--- src/rtl/byte_bus_pkg.sv ---
// Shared types and constants for the 32-bit to 8-bit byte bus bridge.
package byte_bus_pkg;
  localparam int          BYTES_PER_WORD = 4;
  localparam int          IDX_W          = $clog2(BYTES_PER_WORD);
  localparam logic [7:0]  IDLE_CODE_DEF  = 8'hFF;

  typedef enum logic [1:0] {
    S_IDLE,
    S_RD,
    S_WR,
    S_RESP
  } state_e;
endpackage

--- src/rtl/byte_bus_bridge_if.sv ---
// Core request/response port plus the 8-bit pin bus, bundled for the bridge.
interface byte_bus_bridge_if #(parameter int WORD_AW = 6);
  logic               req_valid;
  logic               req_write;
  logic [WORD_AW-1:0] req_addr;
  logic [31:0]        req_wdata;
  logic               req_ready;
  logic               rsp_valid;
  logic [31:0]        rsp_rdata;
  logic               rsp_err;
  logic [7:0]         data_in;
  logic [7:0]         data_out;
  logic [7:0]         address_out;
  logic               bus_write;
  logic               bus_wait;

  // Bridge side.
  modport slave (
    input  req_valid, req_write, req_addr, req_wdata, data_in, bus_wait,
    output req_ready, rsp_valid, rsp_rdata, rsp_err, data_out, address_out, bus_write
  );

  // Core and host side.
  modport master (
    output req_valid, req_write, req_addr, req_wdata, data_in, bus_wait,
    input  req_ready, rsp_valid, rsp_rdata, rsp_err, data_out, address_out, bus_write
  );
endinterface

--- src/rtl/byte_lane_shift.sv ---
// 32-bit word register: full-word load for stores, per-byte write for read
// assembly, and a byte-lane mux that serializes the word onto the pins.
module byte_lane_shift
  import byte_bus_pkg::*;
(
  input  logic             clk,
  input  logic             rst,
  input  logic             clr_i,
  input  logic             load_i,
  input  logic [31:0]      word_i,
  input  logic             we_i,
  input  logic [IDX_W-1:0] idx_i,
  input  logic [7:0]       byte_i,
  output logic [31:0]      word_o,
  output logic [7:0]       byte_o
);
  logic [31:0] word_q;

  // Clear beats load beats byte write; only one is used per cycle anyway.
  always_ff @(posedge clk) begin
    if (rst)         word_q <= '0;
    else if (clr_i)  word_q <= '0;
    else if (load_i) word_q <= word_i;
    else if (we_i)   word_q[8*idx_i +: 8] <= byte_i;
  end

  assign word_o = word_q;
  assign byte_o = word_q[8*idx_i +: 8];
endmodule

--- src/rtl/byte_bus_bridge.sv ---
// Sequences one 32-bit word request into four LSB-first byte phases on the
// 8-bit pin bus; drives the stall code on the address pins when idle.
module byte_bus_bridge
  import byte_bus_pkg::*;
#(
  parameter logic [7:0] IDLE_CODE = IDLE_CODE_DEF,
  parameter int         WORD_AW   = 6
) (
  input  logic                     clk,
  input  logic                     rst,
  byte_bus_bridge_if.slave         bus
);
  state_e             state_q, state_d;
  logic [IDX_W-1:0]   idx_q, idx_d;
  logic [WORD_AW-1:0] addr_q, addr_d;
  logic               write_q, write_d;
  logic               err_q, err_d;
  logic [7:0]         dout_q;

  logic        clr, load, we, illegal;
  logic [31:0] word;
  logic [7:0]  lane_byte;

  // The last word's top byte address would alias the stall code.
  assign illegal = (8'({bus.req_addr, {IDX_W{1'b1}}}) == IDLE_CODE);

  byte_lane_shift u_lanes (
    .clk    (clk),
    .rst    (rst),
    .clr_i  (clr),
    .load_i (load),
    .word_i (bus.req_wdata),
    .we_i   (we),
    .idx_i  (idx_q),
    .byte_i (bus.data_in),
    .word_o (word),
    .byte_o (lane_byte)
  );

  // State and request registers.
  always_ff @(posedge clk) begin
    if (rst) begin
      state_q <= S_IDLE;
      idx_q   <= '0;
      addr_q  <= '0;
      write_q <= 1'b0;
      err_q   <= 1'b0;
    end else begin
      state_q <= state_d;
      idx_q   <= idx_d;
      addr_q  <= addr_d;
      write_q <= write_d;
      err_q   <= err_d;
    end
  end

  // Holds the last driven store byte so data_out never glitches between stores.
  always_ff @(posedge clk) begin
    if (rst)                  dout_q <= '0;
    else if (state_q == S_WR) dout_q <= lane_byte;
  end

  // Next-state: accept in IDLE, step byte phases unless the host stretches.
  always_comb begin
    state_d = state_q;
    idx_d   = idx_q;
    addr_d  = addr_q;
    write_d = write_q;
    err_d   = err_q;
    clr     = 1'b0;
    load    = 1'b0;
    we      = 1'b0;
    case (state_q)
      S_IDLE: begin
        if (bus.req_valid) begin
          addr_d  = bus.req_addr;
          write_d = bus.req_write;
          idx_d   = '0;
          err_d   = illegal;
          if (illegal) begin
            clr     = 1'b1;
            state_d = S_RESP;
          end else if (bus.req_write) begin
            load    = 1'b1;
            state_d = S_WR;
          end else begin
            clr     = 1'b1;
            state_d = S_RD;
          end
        end
      end
      S_RD, S_WR: begin
        if (!bus.bus_wait) begin
          we    = (state_q == S_RD);
          idx_d = idx_q + 1'b1;
          if (idx_q == IDX_W'(BYTES_PER_WORD - 1)) state_d = S_RESP;
        end
      end
      S_RESP:  state_d = S_IDLE;
      default: state_d = S_IDLE;
    endcase
  end

  // Outputs decoded from registered state only.
  assign bus.req_ready   = (state_q == S_IDLE);
  assign bus.rsp_valid   = (state_q == S_RESP);
  assign bus.rsp_err     = (state_q == S_RESP) && err_q;
  assign bus.rsp_rdata   = write_q ? 32'h0 : word;
  assign bus.bus_write   = (state_q == S_WR);
  assign bus.address_out = (state_q == S_RD || state_q == S_WR)
                         ? 8'({addr_q, idx_q}) : IDLE_CODE;
  assign bus.data_out    = (state_q == S_WR) ? lane_byte : dout_q;
endmodule

--- src/flat_wrapper.sv ---
// flat-port wrapper written by rule: the top's interface ports become plain ports
module byte_bus_bridge_flat import byte_bus_pkg::*;
#(
  parameter logic [7:0] IDLE_CODE = IDLE_CODE_DEF,
  parameter int         WORD_AW   = 6
)
  (clk, rst, bus_req_valid, bus_req_write, bus_req_addr, bus_req_wdata, bus_data_in, bus_bus_wait, bus_req_ready, bus_rsp_valid, bus_rsp_rdata, bus_rsp_err, bus_data_out, bus_address_out, bus_bus_write);
  byte_bus_bridge_if #(.WORD_AW(WORD_AW)) bus_i ();
  input  logic clk;
  input  logic rst;
  input wire logic [$bits(bus_i.req_valid)-1:0] bus_req_valid;
  input wire logic [$bits(bus_i.req_write)-1:0] bus_req_write;
  input wire logic [$bits(bus_i.req_addr)-1:0] bus_req_addr;
  input wire logic [$bits(bus_i.req_wdata)-1:0] bus_req_wdata;
  input wire logic [$bits(bus_i.data_in)-1:0] bus_data_in;
  input wire logic [$bits(bus_i.bus_wait)-1:0] bus_bus_wait;
  output wire logic [$bits(bus_i.req_ready)-1:0] bus_req_ready;
  output wire logic [$bits(bus_i.rsp_valid)-1:0] bus_rsp_valid;
  output wire logic [$bits(bus_i.rsp_rdata)-1:0] bus_rsp_rdata;
  output wire logic [$bits(bus_i.rsp_err)-1:0] bus_rsp_err;
  output wire logic [$bits(bus_i.data_out)-1:0] bus_data_out;
  output wire logic [$bits(bus_i.address_out)-1:0] bus_address_out;
  output wire logic [$bits(bus_i.bus_write)-1:0] bus_bus_write;
  assign bus_i.req_valid = bus_req_valid;
  assign bus_i.req_write = bus_req_write;
  assign bus_i.req_addr = bus_req_addr;
  assign bus_i.req_wdata = bus_req_wdata;
  assign bus_i.data_in = bus_data_in;
  assign bus_i.bus_wait = bus_bus_wait;
  assign bus_req_ready = bus_i.req_ready;
  assign bus_rsp_valid = bus_i.rsp_valid;
  assign bus_rsp_rdata = bus_i.rsp_rdata;
  assign bus_rsp_err = bus_i.rsp_err;
  assign bus_data_out = bus_i.data_out;
  assign bus_address_out = bus_i.address_out;
  assign bus_bus_write = bus_i.bus_write;
  byte_bus_bridge #(.IDLE_CODE(IDLE_CODE), .WORD_AW(WORD_AW)) u_core (.clk(clk), .rst(rst), .bus(bus_i));
endmodule
--- config.mk ---
export PLATFORM = sky130hd
export DESIGN_NAME = byte_bus_bridge_flat
export DESIGN_NICKNAME = d
export VERILOG_FILES = /design/src/rtl/byte_bus_pkg.sv /design/src/rtl/byte_bus_bridge_if.sv /design/src/rtl/byte_lane_shift.sv /design/src/rtl/byte_bus_bridge.sv /design/src/flat_wrapper.sv
export SDC_FILE = /design/constraint.sdc
export NUM_CORES = 1
export LEC_CHECK = 0
export CELL_PAD_IN_SITES_DETAIL_PLACEMENT = 1
export CELL_PAD_IN_SITES_GLOBAL_PLACEMENT = 2
export CORE_UTILIZATION = 26
export CTS_CLUSTER_DIAMETER = 200
export DETAILED_ROUTE_END_ITERATION = 10
export MAX_ROUTING_LAYER = met4
export PLACE_DENSITY_LB_ADDON = 0.08
export SYNTH_ARGS = -nofsm -noshare
export SYNTH_HDL_FRONTEND = slang
export SYNTH_SLANG_ARGS = --single-unit
--- constraint.sdc ---
create_clock -name clk -period 2.76 [get_ports clk]
set_input_delay 0.552 -clock clk [delete_from_list [all_inputs] [get_ports clk]]
set_output_delay 0.552 -clock clk [all_outputs]
set_load 0.02 [all_outputs]
After elaboration in Yosys (flattened, before gate mapping)
Index checks and enable logic that the tools add are counted.
{"block": "word_totals", "elab_cells": 55, "output_inout_bits": 52, "inputBits": 51, "regBits": 52}
{"block": "op_classes", "n_addsub": 2, "eq_ne": 8, "n_reduce_logical": 10, "muxes": 25, "shift": 3}
{"cell": "32-bit two-way mux", "count": 3}
{"cell": "5-bit negator with 34-bit output", "count": 1}
{"cell": "8-bit by 34-bit variable shift with 32-bit output, first input constant", "count": 1}
{"cell": "8-bit by 34-bit indexed part select with 32-bit output", "count": 1}
{"cell": "32-bit bitwise mux", "count": 1}
{"cell": "32-bit by 6-bit indexed part select with 8-bit output", "count": 1}
{"cell": "8-bit two-way mux", "count": 2}
{"cell": "2-bit two-way mux", "count": 7}
{"cell": "1-bit two-way mux", "count": 10}
{"cell": "2-bit == test, second input constant", "count": 3}
{"cell": "6-bit == test, second input constant", "count": 1}
{"cell": "2-bit one-hot mux with 3 select lines", "count": 1}
{"cell": "3-bit AND reduction", "count": 2}
{"cell": "2-bit inequality test, second input constant", "count": 2}
{"cell": "2-bit one-hot mux with 2 select lines", "count": 1}
{"cell": "2-bit nonzero test", "count": 2}
{"cell": "2-bit OR reduction", "count": 2}
{"cell": "2-bit by 1-bit adder with 2-bit output, second input constant", "count": 1}
{"cell": "2-bit by 1-bit == test with 1-bit output, second input constant", "count": 1}
{"cell": "2-bit zero test", "count": 1}
{"cell": "2-bit by 1-bit inequality test with 1-bit output, second input constant", "count": 1}
{"cell": "2-bit AND reduction", "count": 1}
{"cell": "1-bit logical AND", "count": 1}
{"cell": "1-bit logical OR", "count": 1}

Longest topological paths before layout
Gate-level depths: netlist of the first run.
{"block": "logic_depth", "word_depth": 5, "mapped_depth": 8, "depth_no_buf": 6}

Modules after synthesis
Synthesis of the first run repeated with hierarchy kept, for this count alone.
{"block": "hier_totals", "cells_unflattened": 357, "hier_area_um2": 3093.0}
{"mod": "byte_lane_shift", "seq_area_each_um2": 640.6, "area_per_inst_um2": 1839.3, "cells_per_inst": 207, "instances": 1}
{"mod": "byte_bus_bridge", "seq_area_each_um2": 400.4, "area_per_inst_um2": 1253.7, "cells_per_inst": 150, "instances": 1}

Worst setup path before layout of the first run
Ideal clock, no wire load.
{"block": "synth_timing", "kind": "register to register", "start": "register u_core.idx_q[0]", "end": "register u_core.u_lanes.word_q[21] (netlist: u_core.u_lanes.word_o[21])", "required_ps": 2628, "setup_slack_ps": 704, "arrival_time_ps": 1924, "setup_time_ps": 132, "period_less_slack_ps": 2056, "stages_incl_launch_ff": 9, "cell_sequence": "dfxtp_1 buf_6 buf_6 inv_2 ha_1 and4bb_2 and3b_1 a221oi_1 nor3_1"}
{"block": "synth_via", "elab_chain_cells": 5, "elab_cells_between_ends": 6, "classes_between": "1 x add/sub; 2 x shift; 3 x mux"}
{"element": "start, declared", "line_no": "byte_bus_bridge.sv:14", "text": "logic [IDX_W-1:0] idx_q, idx_d;"}
{"element": "start signal, assigned", "line_no": "byte_bus_bridge.sv:50", "text": "idx_q <= idx_d;"}
{"element": "5-bit negator with 34-bit output *", "line_no": "byte_lane_shift.sv:24", "text": "else if (we_i) word_q[8*idx_i +: 8] <= byte_i;"}
{"element": "8-bit by 34-bit indexed part select with 32-bit output or 8-bit by 34-bit variable shift with 32-bit output (tied branches)", "line_no": "byte_lane_shift.sv:24"}
{"element": "32-bit bitwise mux *", "line_no": "byte_lane_shift.sv:24"}
{"element": "32-bit two-way mux *", "line_no": "byte_lane_shift.sv:24"}
{"element": "32-bit two-way mux *", "line_no": "byte_lane_shift.sv:23", "text": "else if (load_i) word_q <= word_i;"}
{"element": "end signal, assigned", "line_no": "byte_lane_shift.sv:23"}
{"element": "end signal, assigned by index", "line_no": "byte_lane_shift.sv:24"}
{"element": "end, declared", "line_no": "byte_lane_shift.sv:17", "text": "logic [31:0] word_q;"}
Every way passes the cells marked *; elsewhere a longest branch is shown, timed or not. The select of a mux whose other input is x is not followed.
A chain may end at the register's enable or synchronous reset.

Worst setup path in the final report of the first run
{"block": "layout_timing", "start": "register u_core.idx_q[1]", "end": "output port bus_data_out[7]"}
{"block": "layout_via", "elab_chain_cells": 2}
{"element": "32-bit by 6-bit indexed part select with 8-bit output", "line_no": "byte_lane_shift.sv:28", "text": "assign byte_o = word_q[8*idx_i +: 8];"}
{"element": "8-bit two-way mux"}
{"element": "end, declared", "line_no": "flat_wrapper.sv:21", "text": "output wire logic [$bits(bus_i.data_out)-1:0] bus_data_out;"}
Every way passes these cells.

==> reports/qor_table.md, run 1 <==
| Quantity | Value |
|---|---|
| Setup repair after global routing missed its margin | no |
| Standard cell core area | 10890 um2 |
| Number of hold-slack violations in the final timing report | 0 |
| Crit-path cells | mux4_2 > mux2_2 > clkdlybuf4s50_1 |
| Synth warnings | 0 |
| Final critical-path share of the clock period | 94.72% |
| Number of clock sinks | 52 |
| Syn Nets | 392 |
| Clock Skew | 0.01274 ns |
| Max-cap violation count | 0 |
| All-layer global routing usage | 19.75% |
| Fill cell instance count of the final layout | 1265 |
| Setup TNS after final layout | 0 ns |
| Buffers added on ports | 102 |
| Post-DRT Antenna Nets | 0 |
| Total wire length | 10600 um |
| Max incr delay on CP | 0.54 ns |
| CTS tree | built |
| Count of different cell masters after synthesis | 37 |
| Die ar. | 11610 um2 |
| Worst-case headroom to the max-slew limit | 65.46% |
| Synthesized area per cell | 8.808 um2 |
| Number of antenna violations at the first check in global routing | 0 |
| Critical path data arrival time | 2.06 ns |
| Status | complete, no violations |
| Layout Area Growth over Synthesis | 44.98% |
| Clock slew at the register clock pins of the worst setup and hold paths | 0.10 ns |
| I/O Pins | 103 |
| H-tree depth | 2 |
| CP delay by family, top | multiplexers |
| Insertion delay to the later sink of the worst-skew pair | 0.32 ns |
| Highest attainable clock frequency | 0.3825 GHz |
| Data required time at the worst endpoint | 2.21 ns |
| Min cycle time layout | 2.614 ns |
| Category of the worst setup path capture point | output pin |
| Crit start category | flop |
| Max Fanout on Critical Path | 5 |
| Post-CTS setup-driven buffer insertion count | 0 |
| Global-route wire length before repair | 16870 um |
| Post-DR vias/cell | 4.975 |
| First-pass iteration count of the detailed router | 4 |
| Critical-path top delay cell | sky130_fd_sc_hd__clkdlybuf4s50_1 |
| Starting Density | 26.70% |
| R2R cell count | 8 |
| Bufs and invs on worst path | 1 |
| Worst hold slack across all endpoints | 0.4555 ns |
| CTS root buf | sky130_fd_sc_hd__clkbuf_8 |
| Number of failing setup endpoints in the final timing report | 0 |
| Leakage dissipation | 1.645 nW |
| DPL Wire Length | 8128 um |
| Final number of max-transition violations | 0 |
| Hold Path Depth | 2 |
| Power per Cell Area | 752.3 nW/um2 |
| Final estimated routing congestion in global placement | 0.7508 |
| Maximum ir drop on the vdd rail | 300.0 uV |
| Antenna diode instance count | 0 |
| Share of cells above drive strength 1 | 10.67% |
| Post-synth design cell area | 2907 um2 |
| Number of nets in the finished design | 492 |
| Commonest non-fill, non-tap cell in the layout | sky130_fd_sc_hd__clkdlybuf4s50_1 |
| Standard-cell rows | 38 |
| Remaining Overflow, GRT | 0 |
| Synthesized instance count | 330 |
| Worst Tran Pin Value | 0.5159 ns |
| Leading cell types in the layout, fill and taps excluded | sky130_fd_sc_hd__clkdlybuf4s50_1 (95), sky130_fd_sc_hd__dfxtp_1 (51), sky130_fd_sc_hd__nor2b_1 (42) |
| Largest net degree at the start of global routing | 34 |
| Flip-flop and latch count after synthesis | 52 |
| Type of the setup path with the least slack | flop to output pin |
| Sequential element share of the synthesized area | 35.82% |
| Die outline width | 107.7 um |
| Routed WL per cell | 18.56 um |
| Number of buffers added by the clock tree synthesis step | 5 |
| Number of vias in the routed layout | 2841 |
| Stages on worst setup path | 3 |
| Classification of the worst-slack hold path | flop to flop |
| Overall power of the completed layout | 3.170 mW |
| DRT iter0 DRCs | 129 |
| Clock tree buffer depth | 2 |
| Chip Height | 107.7 um |
| DRC Markers | 0 |
| Via count of the first global-routing pass | 2884 |
==> logic make-up after synthesis <==
logic type      Yosys count  synth area share, %
mux                      16                9.298
compound gates           68                16.27
flops                    52                35.82
buf+inv                  27                4.132
fa+ha+maj                11                4.735
simple gates            156                29.75
==> worst paths after layout <==
path | endpoint | from | slack (ns)
max | bus_data_out[7] | u_core.idx_q[1]$_SDFFE_PP0P_ | 0.15
min | u_core.addr_q[1]$_SDFFE_PP0P_ | u_core.addr_q[1]$_SDFFE_PP0P_ | 0.46
max reg2reg | u_core.u_lanes.word_o[19]$_SDFFE_PP0P_ | u_core.idx_q[0]$_SDFFE_PP0P_ | 0.44
min reg2reg | u_core.addr_q[1]$_SDFFE_PP0P_ | u_core.addr_q[1]$_SDFFE_PP0P_ | 0.46
==> timing repair <==
| action | 4_1_cts | 5_1_grt |
|---|---|---|
| hold buffers | 0 | 0 |
| setup endpoints to repair | 5 | 7 |
| gates resized for setup | 2 | 7 |
==> worst reg2reg max path: cells and delay by family (launching register included) <==
family | cells | cell delay [ns]
buffers and inverters | 3 | 0.53
DFF | 1 | 0.32
adders and majority gates | 1 | 0.42
AOI/OAI and AO/OA | 1 | 0.27
and+or+nand+nor | 3 | 0.66
==> cell usage after synthesis <==
cell	number	share of area, %
sky130_fd_sc_hd__a211oi_1	20	5.2
sky130_fd_sc_hd__a21o_1	1	0.26
sky130_fd_sc_hd__a21oi_1	13	2.2
sky130_fd_sc_hd__a221oi_1	12	3.6
sky130_fd_sc_hd__and2_1	3	0.65
sky130_fd_sc_hd__and3b_1	1	0.30
sky130_fd_sc_hd__and4bb_2	1	0.43
sky130_fd_sc_hd__buf_1	1	0.13
sky130_fd_sc_hd__buf_2	2	0.34
sky130_fd_sc_hd__buf_6	2	0.77
sky130_fd_sc_hd__clkbuf_1	16	2.1
sky130_fd_sc_hd__clkbuf_2	1	0.17
sky130_fd_sc_hd__dfxtp_1	52	36
sky130_fd_sc_hd__ha_1	11	4.7
sky130_fd_sc_hd__inv_1	4	0.52
sky130_fd_sc_hd__inv_2	1	0.13
sky130_fd_sc_hd__mux2_2	8	3.1
sky130_fd_sc_hd__mux4_2	8	6.2
sky130_fd_sc_hd__nand2_1	27	3.5
sky130_fd_sc_hd__nand2b_1	8	1.7
sky130_fd_sc_hd__nand3_1	1	0.17
sky130_fd_sc_hd__nand3b_1	4	1.0
sky130_fd_sc_hd__nand3b_4	1	0.69
sky130_fd_sc_hd__nand4_1	1	0.22
sky130_fd_sc_hd__nor2_1	31	4.0
sky130_fd_sc_hd__nor2b_1	42	9.0
sky130_fd_sc_hd__nor3_1	25	4.3
sky130_fd_sc_hd__nor3_2	1	0.34
sky130_fd_sc_hd__nor4_1	8	1.7
sky130_fd_sc_hd__nor4b_4	2	1.6
sky130_fd_sc_hd__o21a_1	1	0.26
sky130_fd_sc_hd__o21ai_0	4	0.69
sky130_fd_sc_hd__o21ba_2	1	0.34
sky130_fd_sc_hd__o21bai_1	1	0.26
sky130_fd_sc_hd__o221ai_1	2	0.60
sky130_fd_sc_hd__o22ai_1	12	2.6
sky130_fd_sc_hd__o31ai_1	1	0.26
==> routing by layer <==
layer	track usage, %	vias to the layer above	share of wire [%]
met3	2.240	6	3.3
met4	3.620	0	0.74
met1	29.78	1374	54
met5	-	-	0
met2	28.21	65	42
li1	-	1396	-
==> power breakdown <==
group	switching (mW)	internal [mW]
clock	0.280	0.205
combinational	0.898	0.773
sequential	0.130	0.884
==> layout make-up <==
cell class / instances / area [um2] / area share, %
Multi-Input combinational cell: 251 / 1752 / 41.57
Sequential cell: 52 / 1042 / 24.73
Inverter: 5 / 18.77 / 0.4454
Clock buffer: 7 / 86.33 / 2.049
Clock inverter: 1 / 7.507 / 0.1781
Timing Repair Buffer: 115 / 1132 / 26.87
Tap cell: 140 / 175.2 / 4.157
==> state kept, by name, summed over array words and instances, names as in the netlist <==
name and cells:
u_core.idx_q 2, u_core.u_lanes.word_o 32, u_core.dout_q 8, u_core.err_q 1
u_core.addr_q 6, u_core.state_q 2, u_core.write_q 1
==> stage by stage <==
| step | cells | area, um2 | worst slack (ns) | utilization (%) |
|---|---|---|---|---|
| CTS | 571 | 4198 | 0.004940 | 38.55 |
| global placement | 563 | 4103 | 0.3931 | 37.68 |
| floorplan | 330 | 2907 | 0.7035 | - |
| detailed placement | 563 | 4103 | 0.3398 | 37.68 |
| global route | 571 | 4214 | 0.01415 | 38.70 |
| finish | 571 | 4214 | 0.1457 | 38.70 |
(Power assumes the default switching activity.)
==> run 2: changes to the inputs <==
--- a/config.mk
+++ b/config.mk
@@ -14,4 +14,5 @@
 export PLACE_DENSITY_LB_ADDON = 0.08
 export SYNTH_ARGS = -nofsm -noshare
 export SYNTH_HDL_FRONTEND = slang
+export SYNTH_HIERARCHICAL = 1
 export SYNTH_SLANG_ARGS = --single-unit
==> reports/qor_table.md, run 2 <==
| Quantity | Value |
|---|---|
| Final critical-path share of the clock period | 97.75% |
| CP delay by family, top | multiplexers |
| Starting Density | 26.86% |
| DRC Markers | 14 |
| Count of different cell masters after synthesis | 37 |
| Final estimated routing congestion in global placement | 0.7979 |
| Crit-path cells | mux4_1 > mux2_4 > clkdlybuf4s50_1 |
| Clock tree buffer depth | 2 |
| Top_reg_cell synth | sky130_fd_sc_hd__dfxtp_1 |
| Final Cell Area | 4427 um2 |
| Min cycle time layout | 2.698 ns |
| Number of vias in the routed layout | 2951 |
| Standard cell area after detailed placement | 4285 um2 |
| Leakage dissipation | 1.601 nW |
| Leading cell types in the layout, fill and taps excluded | sky130_fd_sc_hd__clkdlybuf4s50_1 (101), sky130_fd_sc_hd__dfxtp_1 (50), sky130_fd_sc_hd__nand2_1 (49) |
| Max-cap violation count | 0 |
| Syn Nets | 419 |
| Worst-case headroom to the max-slew limit | 64.90% |
| Classification of the worst-slack hold path | flop to flop |
| Worst hold slack across all endpoints | 0.4513 ns |
| Post-synth top cells | sky130_fd_sc_hd__dfxtp_1 (52), sky130_fd_sc_hd__nand2_1 (49), sky130_fd_sc_hd__nor2b_1 (41) |
| Number of clock sinks | 52 |
| Crit start category | flop |
| EDFF count, synth | 0 |
| Final worst setup slack | 0.06207 ns |
| Clock slew at the register clock pins of the worst setup and hold paths | 0.07 ns |
| Type of the setup path with the least slack | flop to output pin |
| Sequential element share of the synthesized area | 33.66% |
| Overall power of the completed layout | 3.075 mW |
| Insertion delay to the later sink of the worst-skew pair | 0.29 ns |
| Layout Area Growth over Synthesis | 43.12% |
| Final core utilization | 38.44% |
| Maximum ir drop on the vdd rail | 252.5 uV |
| Number of nets in the finished design | 513 |
| Max incr delay on CP | 0.58 ns |
| Synthesized area per cell | 8.664 um2 |
| DRT iter0 DRCs | 137 |
| Clock Skew | 0.006702 ns |
| Fill cell instance count of the final layout | 1342 |
| Synth area leaders | sky130_fd_sc_hd__dfxtp_1 (34%), sky130_fd_sc_hd__nor2b_1 (8.3%), sky130_fd_sc_hd__nand3b_1 (7.8%) |
| Commonest non-fill, non-tap cell in the layout | sky130_fd_sc_hd__clkdlybuf4s50_1 |
| Placed Instances | 587 |
| Source of the critical timing path | u_core/idx_q[0]$_SDFFE_PP0P_ |
| Bufs and invs on worst path | 1 |
| Chip Height | 111.1 um |
| Violated checks | design-rule violations |
| Flip-flop and latch count after synthesis | 52 |
| Critical-path top delay cell | sky130_fd_sc_hd__mux4_1 |
| Number of buffers added by the clock tree synthesis step | 5 |
| Cell with the most instances after synthesis | sky130_fd_sc_hd__dfxtp_1 |
| Via count of the first global-routing pass | 3051 |
| Post-DRT Antenna Nets | 0 |
| Max Fanout on Critical Path | 9 |
| Setup TNS after final layout | 0 ns |
| Post-DR vias/cell | 4.968 |
| Data required time at the worst endpoint | 2.21 ns |
| Post-synth design cell area | 3093 um2 |
| Status | finished, violations left |
| Antenna diode instance count | 0 |
| CTS tree | built |
| DPL Wire Length | 8664 um |
| Endpoint of the worst setup timing path | bus_data_out[1] |
| Capture instance of the worst register-to-register path | u_core/u_lanes/word_o[23]$_SDFFE_PP0P_ |
| FFs w/ async S/R, synth | 0% |
| Worst setup slack before clock tree synthesis | 0.1102 ns |
| Final Non-Filler Cells | 594 |
| Die ar. | 12340 um2 |
| H-tree depth | 2 |
| Final number of max-transition violations | 0 |
| Standard-cell rows | 39 |
| Highest attainable clock frequency | 0.3707 GHz |
| Setup repair after global routing missed its margin | no |
| I/O Pins | 103 |
| Critical path data arrival time | 2.15 ns |
| Synthesized instance count | 357 |
| Number of hold-slack violations in the final timing report | 0 |
| All-layer global routing usage | 19.42% |
| Flip-flop count of the largest register, all copies and words added | 32 |
| Library cell occupying the most area in the post-synthesis netlist | sky130_fd_sc_hd__dfxtp_1 |
| CTS root buf | sky130_fd_sc_hd__clkbuf_16 |
| Die outline width | 111.1 um |
| Yosys top cell area share | 33.66% |
| Share of cells above drive strength 1 | 9.313% |
| Global-route wire length before repair | 17900 um |
| Synth warnings | 6 |
| Buffers added on ports | 102 |
| Slack of the worst reg-to-reg path | 0.29 ns |
| Category of the worst setup path capture point | output pin |
| Routed WL per cell | 18.94 um |
| Total wire length | 11250 um |
| Worst Tran Pin Value | 0.5243 ns |
| R2R cell count | 8 |
| R2R Path Start | u_core/state_q[0]$_SDFFE_PP0P_ |
| First-pass iteration count of the detailed router | 8 |
| Largest net degree at the start of global routing | 35 |
| Standard cell core area | 11520 um2 |
| Number of antenna violations at the first check in global routing | 0 |
| Number of failing setup endpoints in the final timing report | 0 |
| Remaining Overflow, GRT | 0 |
| Power per Cell Area | 694.7 nW/um2 |
| Stages on worst setup path | 3 |
-- run 2: cell types whose count changed after synthesis, moves of 12 or more --
cell	previous run	this run
sky130_fd_sc_hd__nand3_1	1	32
sky130_fd_sc_hd__a211oi_1	20	0
sky130_fd_sc_hd__a31oi_1	0	32
sky130_fd_sc_hd__a221oi_1	12	0
sky130_fd_sc_hd__nand2_1	27	49
sky130_fd_sc_hd__o22ai_1	12	0
sky130_fd_sc_hd__nand3b_1	4	32
sky130_fd_sc_hd__nor2_1	31	5
sky130_fd_sc_hd__nor3_1	25	1
-- run 2: layout make-up --
cell class	instances	area, um2	area share, %
flip-flops and latches	52	1046	23.63
repair buffers	117	1149	25.95
inverters	5	18.77	0.4240
multi-input cells	270	1901	42.93
clock inverters	1	5.005	0.1131
well taps	143	178.9	4.042
clock buffers	6	128.9	2.911
-- run 2: cells by family after synthesis --
logic type,share of synthesized area [%]
flops,33.66
simple gates,36.08
buf+inv,5.137
fa+ha+maj,4.450
compound gates,9.992
mux,10.68
-- run 2: timing repair --
action                     CTS  global route
hold buffers                 0             0
setup buffers                0             0
setup endpoints to repair    8             1
gates resized for setup      3             1
-- run 2: worst min-delay path by stage --
stage,end,startpoint,cells after the start,slack (ns)
after floorplan,u_core/addr_q[0]$_SDFFE_PP0P_,u_core/addr_q[0]$_SDFFE_PP0P_,2,0.43
after global placement,u_core/addr_q[3]$_SDFFE_PP0P_,u_core/addr_q[3]$_SDFFE_PP0P_,2,0.44
after detailed placement,u_core/err_q$_SDFFE_PP0P_,u_core/err_q$_SDFFE_PP0P_,2,0.45
after CTS,u_core/addr_q[2]$_SDFFE_PP0P_,u_core/addr_q[2]$_SDFFE_PP0P_,2,0.46
after global routing,u_core/addr_q[1]$_SDFFE_PP0P_,u_core/addr_q[1]$_SDFFE_PP0P_,2,0.48
final,u_core/addr_q[2]$_SDFFE_PP0P_,u_core/addr_q[2]$_SDFFE_PP0P_,2,0.45
-- run 2: tightest hold or removal path, stage by stage, from the launching register on --
cell                      delay [ns]
sky130_fd_sc_hd__dfxtp_1        0.31
sky130_fd_sc_hd__nand2_1        0.05
sky130_fd_sc_hd__a21oi_1        0.05
-- run 2: layer usage --
layer / up-vias / wire length (um) / track usage, %
li1: 1455 / - / -
met1: 1426 / 5711 / 27.36
met2: 64 / 5032 / 28.93
met3: 6 / 388 / 2.734
met4: 0 / 119 / 5.405
met5: - / 0 / -
-- run 2: power by group --
part / internal [mW] / switching, mW / leakage (nW)
Sequential: 0.836 / 0.0843 / 0.424
Combinational: 0.699 / 0.839 / 1.11
Clock: 0.331 / 0.285 / 0.0667
